## config.mk

```make
export PLATFORM = sky130hd
export DESIGN_NAME = fifo_pkt_drain_flat
export DESIGN_NICKNAME = d
export VERILOG_FILES = /design/src/rtl/fifo_pkt_drain_pkg.sv /design/src/rtl/fifo_pkt_drain_if.sv /design/src/rtl/fifo_pkt_drain_out_buf.sv /design/src/rtl/fifo_pkt_drain.sv /design/src/flat_wrapper.sv
export SDC_FILE = /design/constraint.sdc
export NUM_CORES = 1
export LEC_CHECK = 0
export ABC_CLOCK_PERIOD_IN_PS = 1550
export CORE_MARGIN = 3
export CORE_UTILIZATION = 35
export CTS_CLUSTER_SIZE = 30
export DETAILED_ROUTE_END_ITERATION = 8
export GPL_ROUTABILITY_DRIVEN = 1
export PLACE_DENSITY = 0.63
export SYNTH_ARGS = -nofsm -noshare
export SYNTH_HDL_FRONTEND = slang
export SYNTH_SLANG_ARGS = --single-unit
```

## constraint.sdc

```tcl
create_clock -name clk -period 1.55 [get_ports clk]
set_input_delay 0.31 -clock clk [delete_from_list [all_inputs] [get_ports clk]]
set_output_delay 0.31 -clock clk [all_outputs]
set_load 0.01 [all_outputs]
```

## src/rtl/fifo_pkt_drain_pkg.sv

```systemverilog
// Shared types and constants for the FIFO packet drain.
package FIFO_pkg;

  localparam int DATA_WIDTH    = 8;
  localparam int OUT_BUF_DEPTH = 3;

  typedef enum logic [1:0] {
    IDLE = 2'd0,
    BODY = 2'd1,
    CSUM = 2'd2
  } state_t;

  // Ring pointer increment for the 3-entry output buffer
  function automatic logic [1:0] ptr_inc(input logic [1:0] p);
    return (p == 2'(OUT_BUF_DEPTH - 1)) ? 2'd0 : p + 2'd1;
  endfunction

endpackage

```

## src/rtl/fifo_pkt_drain_if.sv

```systemverilog
// FIFO read port plus packet stream of the drain block.
interface fifo_pkt_drain_if #(
  parameter int DATA_WIDTH = FIFO_pkg::DATA_WIDTH
);
  logic                  empty;
  logic                  Read_enable;
  logic [DATA_WIDTH-1:0] data_in;
  logic                  m_valid;
  logic                  m_ready;
  logic [DATA_WIDTH-1:0] m_data;
  logic                  m_sop;
  logic                  m_eop;

  modport master (
    input  empty, data_in, m_ready,
    output Read_enable, m_valid, m_data, m_sop, m_eop
  );

  modport slave (
    output empty, data_in, m_ready,
    input  Read_enable, m_valid, m_data, m_sop, m_eop
  );
endinterface

```

## src/rtl/fifo_pkt_drain_out_buf.sv

```systemverilog
// 3-entry register FIFO that absorbs the upstream read latency.
module pkt_out_buf
  import FIFO_pkg::*;
#(
  parameter int DATA_WIDTH = FIFO_pkg::DATA_WIDTH
) (
  input  logic                  clk,
  input  logic                  reset,
  input  logic                  push,
  input  logic                  pop,
  input  logic [DATA_WIDTH-1:0] data,
  output logic [DATA_WIDTH-1:0] head,
  output logic [1:0]            occ
);

  logic [DATA_WIDTH-1:0] mem [OUT_BUF_DEPTH];
  logic [1:0]            wr_ptr;
  logic [1:0]            rd_ptr;

  // Storage is cleared so the head (and the stream data) reads zero after reset
  always_ff @(posedge clk) begin
    if (reset) begin
      for (int i = 0; i < OUT_BUF_DEPTH; i++) mem[i] <= '0;
      wr_ptr <= 2'd0;
      rd_ptr <= 2'd0;
      occ    <= 2'd0;
    end else begin
      if (push) begin
        mem[wr_ptr] <= data;
        wr_ptr      <= ptr_inc(wr_ptr);
      end
      if (pop) rd_ptr <= ptr_inc(rd_ptr);
      unique case ({push, pop})
        2'b10:   occ <= occ + 2'd1;
        2'b01:   occ <= occ - 2'd1;
        default: ;
      endcase
    end
  end

  assign head = mem[rd_ptr];

endmodule

```

## src/rtl/fifo_pkt_drain.sv

```systemverilog
// Drains the FIFO read port into fixed-length packets on a valid/ready stream.
// Optional XOR checksum trailer per packet: define PKT_CSUM_EN.
module fifo_pkt_drain
  import FIFO_pkg::*;
#(
  parameter int DATA_WIDTH = FIFO_pkg::DATA_WIDTH,
  parameter int PKT_LEN    = 4,
  parameter int CNT_WIDTH  = 16
) (
  input  logic                 clk,
  input  logic                 reset,
  fifo_pkt_drain_if.master     bus,
  output logic [CNT_WIDTH-1:0] pkt_count
);

  localparam int WCNT_W = $clog2(PKT_LEN);

  state_t                state, state_nxt;
  logic [WCNT_W-1:0]     wcnt, wcnt_nxt;
  logic                  inflight;
  logic [1:0]            occ;
  logic [DATA_WIDTH-1:0] head;
  logic [2:0]            credit_used;
  logic                  xfer;
  logic                  pop;
  logic                  pkt_done;
  logic                  last_body;
`ifdef PKT_CSUM_EN
  logic [DATA_WIDTH-1:0] acc;
`endif

  pkt_out_buf #(.DATA_WIDTH(DATA_WIDTH)) u_buf (
    .clk   (clk),
    .reset (reset),
    .push  (inflight),
    .pop   (pop),
    .data  (bus.data_in),
    .head  (head),
    .occ   (occ)
  );

  // Credit counts the in-flight word so the buffer can never overflow;
  // it depends only on registers, keeping m_ready out of this path.
  assign credit_used     = 3'(occ) + 3'(inflight);
  assign bus.Read_enable = ~reset & ~bus.empty & (credit_used < 3'(OUT_BUF_DEPTH));
  assign xfer            = bus.m_valid & bus.m_ready;
  assign last_body       = (wcnt == WCNT_W'(PKT_LEN - 1));

  always_comb begin
    state_nxt   = state;
    wcnt_nxt    = wcnt;
    bus.m_valid = 1'b0;
    bus.m_data  = head;
    bus.m_sop   = 1'b0;
    bus.m_eop   = 1'b0;
    pop         = 1'b0;
    pkt_done    = 1'b0;
    unique case (state)
      IDLE: begin
        bus.m_valid = (occ != 2'd0);
        bus.m_sop   = 1'b1;
        if (xfer) begin
          pop       = 1'b1;
          state_nxt = BODY;
          wcnt_nxt  = WCNT_W'(1);
        end
      end
      BODY: begin
        bus.m_valid = (occ != 2'd0);
`ifndef PKT_CSUM_EN
        bus.m_eop   = last_body;
`endif
        if (xfer) begin
          pop = 1'b1;
          if (last_body) begin
            wcnt_nxt = '0;
`ifdef PKT_CSUM_EN
            state_nxt = CSUM;
`else
            state_nxt = IDLE;
            pkt_done  = 1'b1;
`endif
          end else begin
            wcnt_nxt = wcnt + WCNT_W'(1);
          end
        end
      end
`ifdef PKT_CSUM_EN
      // Trailer is generated locally, so it never waits on the buffer
      CSUM: begin
        bus.m_valid = 1'b1;
        bus.m_data  = acc;
        bus.m_eop   = 1'b1;
        if (xfer) begin
          state_nxt = IDLE;
          pkt_done  = 1'b1;
        end
      end
`endif
      default: state_nxt = IDLE;
    endcase
  end

  always_ff @(posedge clk) begin
    if (reset) begin
      state     <= IDLE;
      wcnt      <= '0;
      inflight  <= 1'b0;
      pkt_count <= '0;
    end else begin
      state    <= state_nxt;
      wcnt     <= wcnt_nxt;
      inflight <= bus.Read_enable;
      if (pkt_done) pkt_count <= pkt_count + CNT_WIDTH'(1);
    end
  end

`ifdef PKT_CSUM_EN
  always_ff @(posedge clk) begin
    if (reset)         acc <= '0;
    else if (pkt_done) acc <= '0;
    else if (pop)      acc <= acc ^ head;
  end
`endif

endmodule

```

## src/flat_wrapper.sv

```systemverilog
// flat-port wrapper written by rule: the top's interface ports become plain ports
module fifo_pkt_drain_flat import FIFO_pkg::*;
#(
  parameter int DATA_WIDTH = FIFO_pkg::DATA_WIDTH,
  parameter int PKT_LEN    = 4,
  parameter int CNT_WIDTH  = 16
)
  (clk, reset, pkt_count, bus_empty, bus_data_in, bus_m_ready, bus_Read_enable, bus_m_valid, bus_m_data, bus_m_sop, bus_m_eop);
  fifo_pkt_drain_if #(.DATA_WIDTH(DATA_WIDTH)) bus_i ();
  input  logic clk;
  input  logic reset;
  output logic [CNT_WIDTH-1:0] pkt_count;
  input wire logic [$bits(bus_i.empty)-1:0] bus_empty;
  input wire logic [$bits(bus_i.data_in)-1:0] bus_data_in;
  input wire logic [$bits(bus_i.m_ready)-1:0] bus_m_ready;
  output wire logic [$bits(bus_i.Read_enable)-1:0] bus_Read_enable;
  output wire logic [$bits(bus_i.m_valid)-1:0] bus_m_valid;
  output wire logic [$bits(bus_i.m_data)-1:0] bus_m_data;
  output wire logic [$bits(bus_i.m_sop)-1:0] bus_m_sop;
  output wire logic [$bits(bus_i.m_eop)-1:0] bus_m_eop;
  assign bus_i.empty = bus_empty;
  assign bus_i.data_in = bus_data_in;
  assign bus_i.m_ready = bus_m_ready;
  assign bus_Read_enable = bus_i.Read_enable;
  assign bus_m_valid = bus_i.m_valid;
  assign bus_m_data = bus_i.m_data;
  assign bus_m_sop = bus_i.m_sop;
  assign bus_m_eop = bus_i.m_eop;
  fifo_pkt_drain #(.DATA_WIDTH(DATA_WIDTH), .PKT_LEN(PKT_LEN), .CNT_WIDTH(CNT_WIDTH)) u_core (.clk(clk), .reset(reset), .bus(bus_i), .pkt_count(pkt_count));
endmodule
```

Word level (Yosys, flattened, before mapping)
Memory sizes are Yosys's and may differ from the RTL's. A register that Yosys moved wholly into a read port is not among the register bits. Index checks and enable logic that the tools add are counted.

Memories kept: 1. Input bits: 12. Register bits after elaboration: 27. Output and inout port bits: 28. Bits in writable memories: 24.

Memory list: u_core.u_buf.mem (depth 3, width 8, read ports 1, clocked after memory_dff 1, wr ports 3, line fifo_pkt_drain_out_buf.sv:16) `logic [DATA_WIDTH-1:0] mem [OUT_BUF_DEPTH];`.

$add $sub $neg: 7. Eq/ne operators: 9. Magnitude comparators: 1. Reduce and logical (&&, ||, !) cells: 8. Muxes and demuxes: 28. Bitwise operators: 5.

Operator list (number): $mux W2 (10); $add A16 B1 Y16 const B (1); $mux W1 (14); $pmux W2 S2 (3); $add A2 B1 Y2 const B (4); $eq A2 B2 Y1 const B (4); $mux W8 (1); $reduce_or A8 Y1 (1); $ne A2 B1 Y1 const B (3); $reduce_and A3 Y1 (2); $reduce_bool A2 Y1 (3); $eq A2 B1 Y1 const B (2); $add A2 B1 Y3 (1); $and A1 B1 Y1 (3); $lt A3 B2 Y1 const B (1); $logic_not A2 Y1 (1); $not A1 Y1 (2); $reduce_or A2 Y1 (1); $sub A2 B1 Y2 const B (1).

Logic depth before layout (Yosys ltp)
Depth in word-level cells: 8. Depth in mapped cells: 5.

Cells and area by module
Synthesis repeated with hierarchy kept, for this count alone.

Cells, all modules: 211. Area total of the unflattened synthesis: 2661.3 µm².

Modules (own cells, without submodules): pkt_out_buf (times used 1, area each 1691.6 µm², cells each 107); fifo_pkt_drain (times used 1, area each 969.7 µm², cells each 104).

Worst setup path after synthesis
No wires, ideal clock.

Path type: register -> output. Start point: register u_core.inflight. End point: output port bus_Read_enable. Arrival: 1.490 ns. Path slack: -0.250 ns. Cell stages (with the launch flop): 4. Cell sequence: dfxtp_1 -> ha_1 -> ha_1 -> a2111oi_0.

Longest elaborated chain between the ends: 3.

Ends and longest elaborated chain: start, declared (line fifo_pkt_drain.sv:20) `logic inflight;`; start signal, assigned (line fifo_pkt_drain.sv:113) `inflight <= bus.Read_enable;`; $add A2 B1 Y3 (line fifo_pkt_drain.sv:44) `assign credit_used = 3'(occ) + 3'(inflight);`; $lt A3 B2 Y1 (line fifo_pkt_drain.sv:45) `assign bus.Read_enable = ~reset & ~bus.empty & (credit_used < 3'(OUT_BUF_DEPTH));`; $and A1 B1 Y1 (line fifo_pkt_drain.sv:45); end, declared (line flat_wrapper.sv:16) `output wire logic [$bits(bus_i.Read_enable)-1:0] bus_Read_enable;`.

Every way passes these cells.

Worst setup path after layout
Start point: register u_core.u_buf.occ[0]. End point: output port bus_Read_enable.

Longest elaborated chain between the ends: 3.

Ends and longest elaborated chain: start, declared (line fifo_pkt_drain_out_buf.sv:13) `output logic [1:0] occ`; start signal, assigned (line fifo_pkt_drain_out_buf.sv:34) `2'b10: occ <= occ + 2'd1;`; start signal, assigned (line fifo_pkt_drain_out_buf.sv:35) `2'b01: occ <= occ - 2'd1;`; $add A2 B1 Y3 (line fifo_pkt_drain.sv:44); $lt A3 B2 Y1 (line fifo_pkt_drain.sv:45); $and A1 B1 Y1 (line fifo_pkt_drain.sv:45).

Every way passes these cells.

==> results_tabular.tex <==
\begin{tabular}{lr}
\hline
Metric & Value \\
\hline
\multicolumn{2}{l}{\textbf{Critical path}} \\
\quad Logic depth of the worst setup path including buffers & 4 \\
\quad Destination of the critical timing path & bus\_Read\_enable \\
\quad Ordered list of cells on the worst path & ha\_4 > ha\_4 > a2111oi\_4 > buf\_2 \\
\quad Slowest cell on the critical path & sky130\_fd\_sc\_hd\_\_dfxtp\_2 \\
\quad Arrival @ worst endpoint & 1500 ps \\
\quad Cell repeated most along the worst path & sky130\_fd\_sc\_hd\_\_ha\_4 \\
\quad Required time worst endpoint & 1240 ps \\
\quad CP peak stage delay & 340 ps \\
\quad Combined buffer and inverter count along the critical path & 1 \\
\quad Reg-to-reg critical path endpoint & u\_core.pkt\_count[14] \\
\quad Critical path fanouts, max & 2 \\
\quad Critical path's top delay family & adder cells \\
\quad Reg2reg path depth & 5 \\
\quad Critical Path Source & u\_core.u\_buf.occ[0] \\
\quad Critical path start-end classification & reg2out \\
\quad Kind of end point of the critical path & output port \\
\quad Startpoint kind of the worst setup timing path & register \\
\quad Internal reg-to-reg setup slack & 20 ps \\
\quad Startpoint of the most critical register-to-register path & u\_core.u\_buf.occ[0] \\
\multicolumn{2}{l}{\textbf{Yosys}} \\
\quad Top\_reg\_cell synth & sky130\_fd\_sc\_hd\_\_edfxtp\_1 \\
\quad Synth unique cells & 44 \\
\quad Synth warnings & 0 \\
\quad Flip-flop and latch count after synthesis & 60 \\
\quad Share of synthesized area occupied by flip-flops and latches & 57.85\% \\
\quad Avg Synthesized Cell Area & 12.12 µm² \\
\quad Area of the mapped netlist & 2630 µm² \\
\quad Portion of synthesized cell area occupied by the leading cell type & 36.54\% \\
\quad Syn\_nets & 233 \\
\quad Number of instances in the synthesized netlist & 217 \\
\quad Async set-reset flop share out of synthesis & 0\% \\
\quad Post-synthesis cell type with the largest combined area & sky130\_fd\_sc\_hd\_\_edfxtp\_1 \\
\quad Dominant cells by area after synthesis & sky130\_fd\_sc\_hd\_\_edfxtp\_1, sky130\_fd\_sc\_hd\_\_dfxtp\_1, sky130\_fd\_sc\_hd\_\_mux4\_2 \\
\quad EDFF count, synth & 32 \\
\multicolumn{2}{l}{\textbf{Flow run}} \\
\quad Max-cap check violation count & 0 \\
\multicolumn{2}{l}{\textbf{STA}} \\
\quad Finish-stage setup viols & 9 \\
\quad Peak Freq & 0.5515 GHz \\
\quad Max\_slew headroom & 70.09\% \\
\quad Transition time of the tightest slew-check pin & 446.7 ps \\
\quad Max-slew violation total from the final report & 0 \\
\quad Setup repair after global routing missed its margin & true \\
\quad Total negative slack & -1890 ps \\
\quad Post-route worst hold slack & 472.9 ps \\
\quad Final hold violations & 0 \\
\quad Time the worst path needs with I/O delays and setup & 1813 ps \\
\quad Worst setup margin & -263.4 ps \\
\quad Clock tree skew after final layout & 8.191 ps \\
\quad Share of the clock period used by the worst path after layout & 117.0\% \\
\multicolumn{2}{l}{\textbf{Placed design}} \\
\quad Cell area reported after detailed placement & 3406 µm² \\
\quad Count of placed standard cells including taps & 381 \\
\quad Port buffer count & 39 \\
\quad Pre-CTS worst setup slack & -489.6 ps \\
\quad Placer Congestion & 0.7248 \\
\quad Detailed Place HPWL & 3.809 mm \\
\multicolumn{2}{l}{\textbf{Route}} \\
\quad Wire length per cell & 13.92 µm \\
\quad Overall via count from detail\_route & 1960 \\
\quad Detailed-route DRC error count & 0 \\
\quad Initial DRC count & 108 \\
\quad ANT nets after route & 0 \\
\quad 1st-pass router iterations & 4 \\
\quad Via density per instance & 4.840 \\
\quad Routed wire length & 5.639 mm \\
\multicolumn{2}{l}{\textbf{Clock tree}} \\
\quad Clock root buffer & sky130\_fd\_sc\_hd\_\_clkbuf\_8 \\
\quad Total CTS buffers & 9 \\
\quad Register clock-pin slew on the reported worst setup and hold paths & 60 ps \\
\quad Depth of the CTS H-tree & 3 \\
\quad Clock Sinks & 60 \\
\quad CTS tree & yes \\
\quad CTS Hold Buffers Added & 0 \\
\quad Clock Latency Late Sink & 330 ps \\
\quad Deepest clock path buffer count & 2 \\
\multicolumn{2}{l}{\textbf{Cells and area}} \\
\quad Filler cell count & 633 \\
\quad Post-route cell area & 3812 µm² \\
\quad Area growth syn-to-layout & 44.96\% \\
\quad Total number of nets in the final design & 321 \\
\quad Final core utilization & 54.31\% \\
\quad Non-filler instance count after layout & 405 \\
\quad Antenna cell count & 0 \\
\quad Ratio of cells with drive above 1 in the final layout & 39.16\% \\
\multicolumn{2}{l}{\textbf{Floorplanning}} \\
\quad Number of I/O pins & 40 \\
\quad Die outline width & 92.69 µm \\
\quad Effective utilization at floorplan & 37.47\% \\
\quad Area of the die & 8591 µm² \\
\quad Total number of placement rows & 30 \\
\quad Standard cell core area & 7019 µm² \\
\quad Vertical die dimension & 92.69 µm \\
\multicolumn{2}{l}{\textbf{Outcome}} \\
\quad Result of the run & finished, violations left \\
\quad Violated checks & setup timing \\
\multicolumn{2}{l}{\textbf{Worst hold path}} \\
\quad Worst hold-check path type & in2reg \\
\quad Launch instance of the worst min-delay path & reset \\
\multicolumn{2}{l}{\textbf{GRT}} \\
\quad Initial antenna violation count & 0 \\
\quad Maximum number of pins on one net before global-route repair & 18 \\
\quad Wire length of the first global-routing pass & 9.232 mm \\
\quad GR Util All Layers & 13.79\% \\
\quad Vias in the first global route & 1907 \\
\quad Remaining global-route overflow & 0 \\
\multicolumn{2}{l}{\textbf{Power and ir drop}} \\
\quad Power Total & 3.692 mW \\
\quad Standby leakage power & 1.552 nW \\
\quad Cell Pwr Density & 968.3 nW/µm² \\
\quad VDD IR max & 0.4736 mV \\
\hline
\end{tabular}
[cells by family (layout without fill, tap and decap cells)]
family          after synthesis  count (layout)  share of synthesized area (%)
simple gates                 91              91                          19.55
fa+ha+maj                     4               4                          1.903
mux                           9               9                          7.231
xor+xnor                     12              12                          3.996
flops                        60              60                          57.85
buf+inv                      12             104                          2.140
compound gates               29              29                          7.326
[final cells by class]
| cell class | instances | area, µm² | share of cell area (%) |
|---|---|---|---|
| Sequential cell | 60 | 1546 | 40.56 |
| Clock buffer | 10 | 127.6 | 3.348 |
| Clock inverter | 5 | 77.57 | 2.035 |
| Tap cell | 96 | 120.1 | 3.151 |
| Inverter | 4 | 15.01 | 0.3938 |
| Multi-Input combinational cell | 145 | 1202 | 31.54 |
| Timing Repair Buffer | 85 | 723.2 | 18.97 |
[cells in the mapped netlist (3+ instances only)]
library cell,count
sky130_fd_sc_hd__edfxtp_1,32
sky130_fd_sc_hd__dfxtp_1,28
sky130_fd_sc_hd__and2_1,27
sky130_fd_sc_hd__nor2_1,23
sky130_fd_sc_hd__a21oi_1,12
sky130_fd_sc_hd__nand2_1,11
sky130_fd_sc_hd__mux4_2,8
sky130_fd_sc_hd__xnor2_1,7
sky130_fd_sc_hd__nand3_1,5
sky130_fd_sc_hd__xor2_1,5
sky130_fd_sc_hd__ha_1,4
sky130_fd_sc_hd__inv_1,4
sky130_fd_sc_hd__nor3_1,4
sky130_fd_sc_hd__or2_2,4
sky130_fd_sc_hd__a2111oi_0,3
sky130_fd_sc_hd__buf_2,3
sky130_fd_sc_hd__nand4_1,3
sky130_fd_sc_hd__o21ai_0,3
[timing repair]
| item | in CTS | in global routing |
|---|---|---|
| setup buffers | 1 | 10 |
| endpoints found under the setup margin | 55 | 18 |
| pin swaps | 6 | 12 |
| resized for setup | 85 | 28 |
[where the power goes]
part	internal (mW)	switching, mW	total, mW
Clock	0.890	0.587	1.48
Combinational	0.257	0.197	0.454
Sequential	1.73	0.0342	1.76
[flip-flops by register name (all words and copies together), names as in the netlist, named ones only]
signal               cells
u_core.inflight          1
u_core.pkt_count        16
u_core.state             1
u_core.u_buf.mem        32
u_core.u_buf.occ         2
u_core.u_buf.rd_ptr      2
u_core.u_buf.wr_ptr      2
u_core.wcnt              2
[cells in the final DEF (no fill, tap or decap), types with 5 or more instances in the layout]
| cell type | count |
|---|---|
| sky130_fd_sc_hd__a21oi_2 | 5 |
| sky130_fd_sc_hd__buf_4 | 40 |
| sky130_fd_sc_hd__mux4_2 | 8 |
| sky130_fd_sc_hd__clkbuf_8 | 9 |
| sky130_fd_sc_hd__and2_1 | 27 |
| sky130_fd_sc_hd__edfxtp_1 | 32 |
| sky130_fd_sc_hd__dfxtp_1 | 16 |
| sky130_fd_sc_hd__xor2_1 | 5 |
| sky130_fd_sc_hd__nor2_1 | 23 |
| sky130_fd_sc_hd__xnor2_1 | 5 |
| sky130_fd_sc_hd__clkdlybuf4s50_1 | 9 |
| sky130_fd_sc_hd__buf_6 | 10 |
| sky130_fd_sc_hd__dlygate4sd2_1 | 18 |
| sky130_fd_sc_hd__nand3_1 | 5 |
| sky130_fd_sc_hd__nand2_1 | 10 |
| sky130_fd_sc_hd__a21oi_1 | 7 |
| sky130_fd_sc_hd__dfxtp_2 | 8 |
| sky130_fd_sc_hd__buf_2 | 6 |
[metal layers]
metal | vias up | global-route usage [%] | part of all wire [%]
met4 | 0 | 3.785 | 1.0
met3 | 7 | 5.686 | 6.0
met1 | 933 | 16.29 | 42
met5 | - | 0 | 0
li1 | 974 | - | -
met2 | 46 | 23.14 | 51
[worst min path at each step]
stage,endpoint,depth (start not counted)
2_1_floorplan,u_core.inflight,1
3_3_place_gp,u_core.wcnt[1],2
3_5_place_dp,u_core.wcnt[1],2
4_1_cts,u_core.inflight,2
5_1_grt,u_core.inflight,2
6_report,u_core.inflight,2
Note: power is estimated with default switching activity, not from simulation.
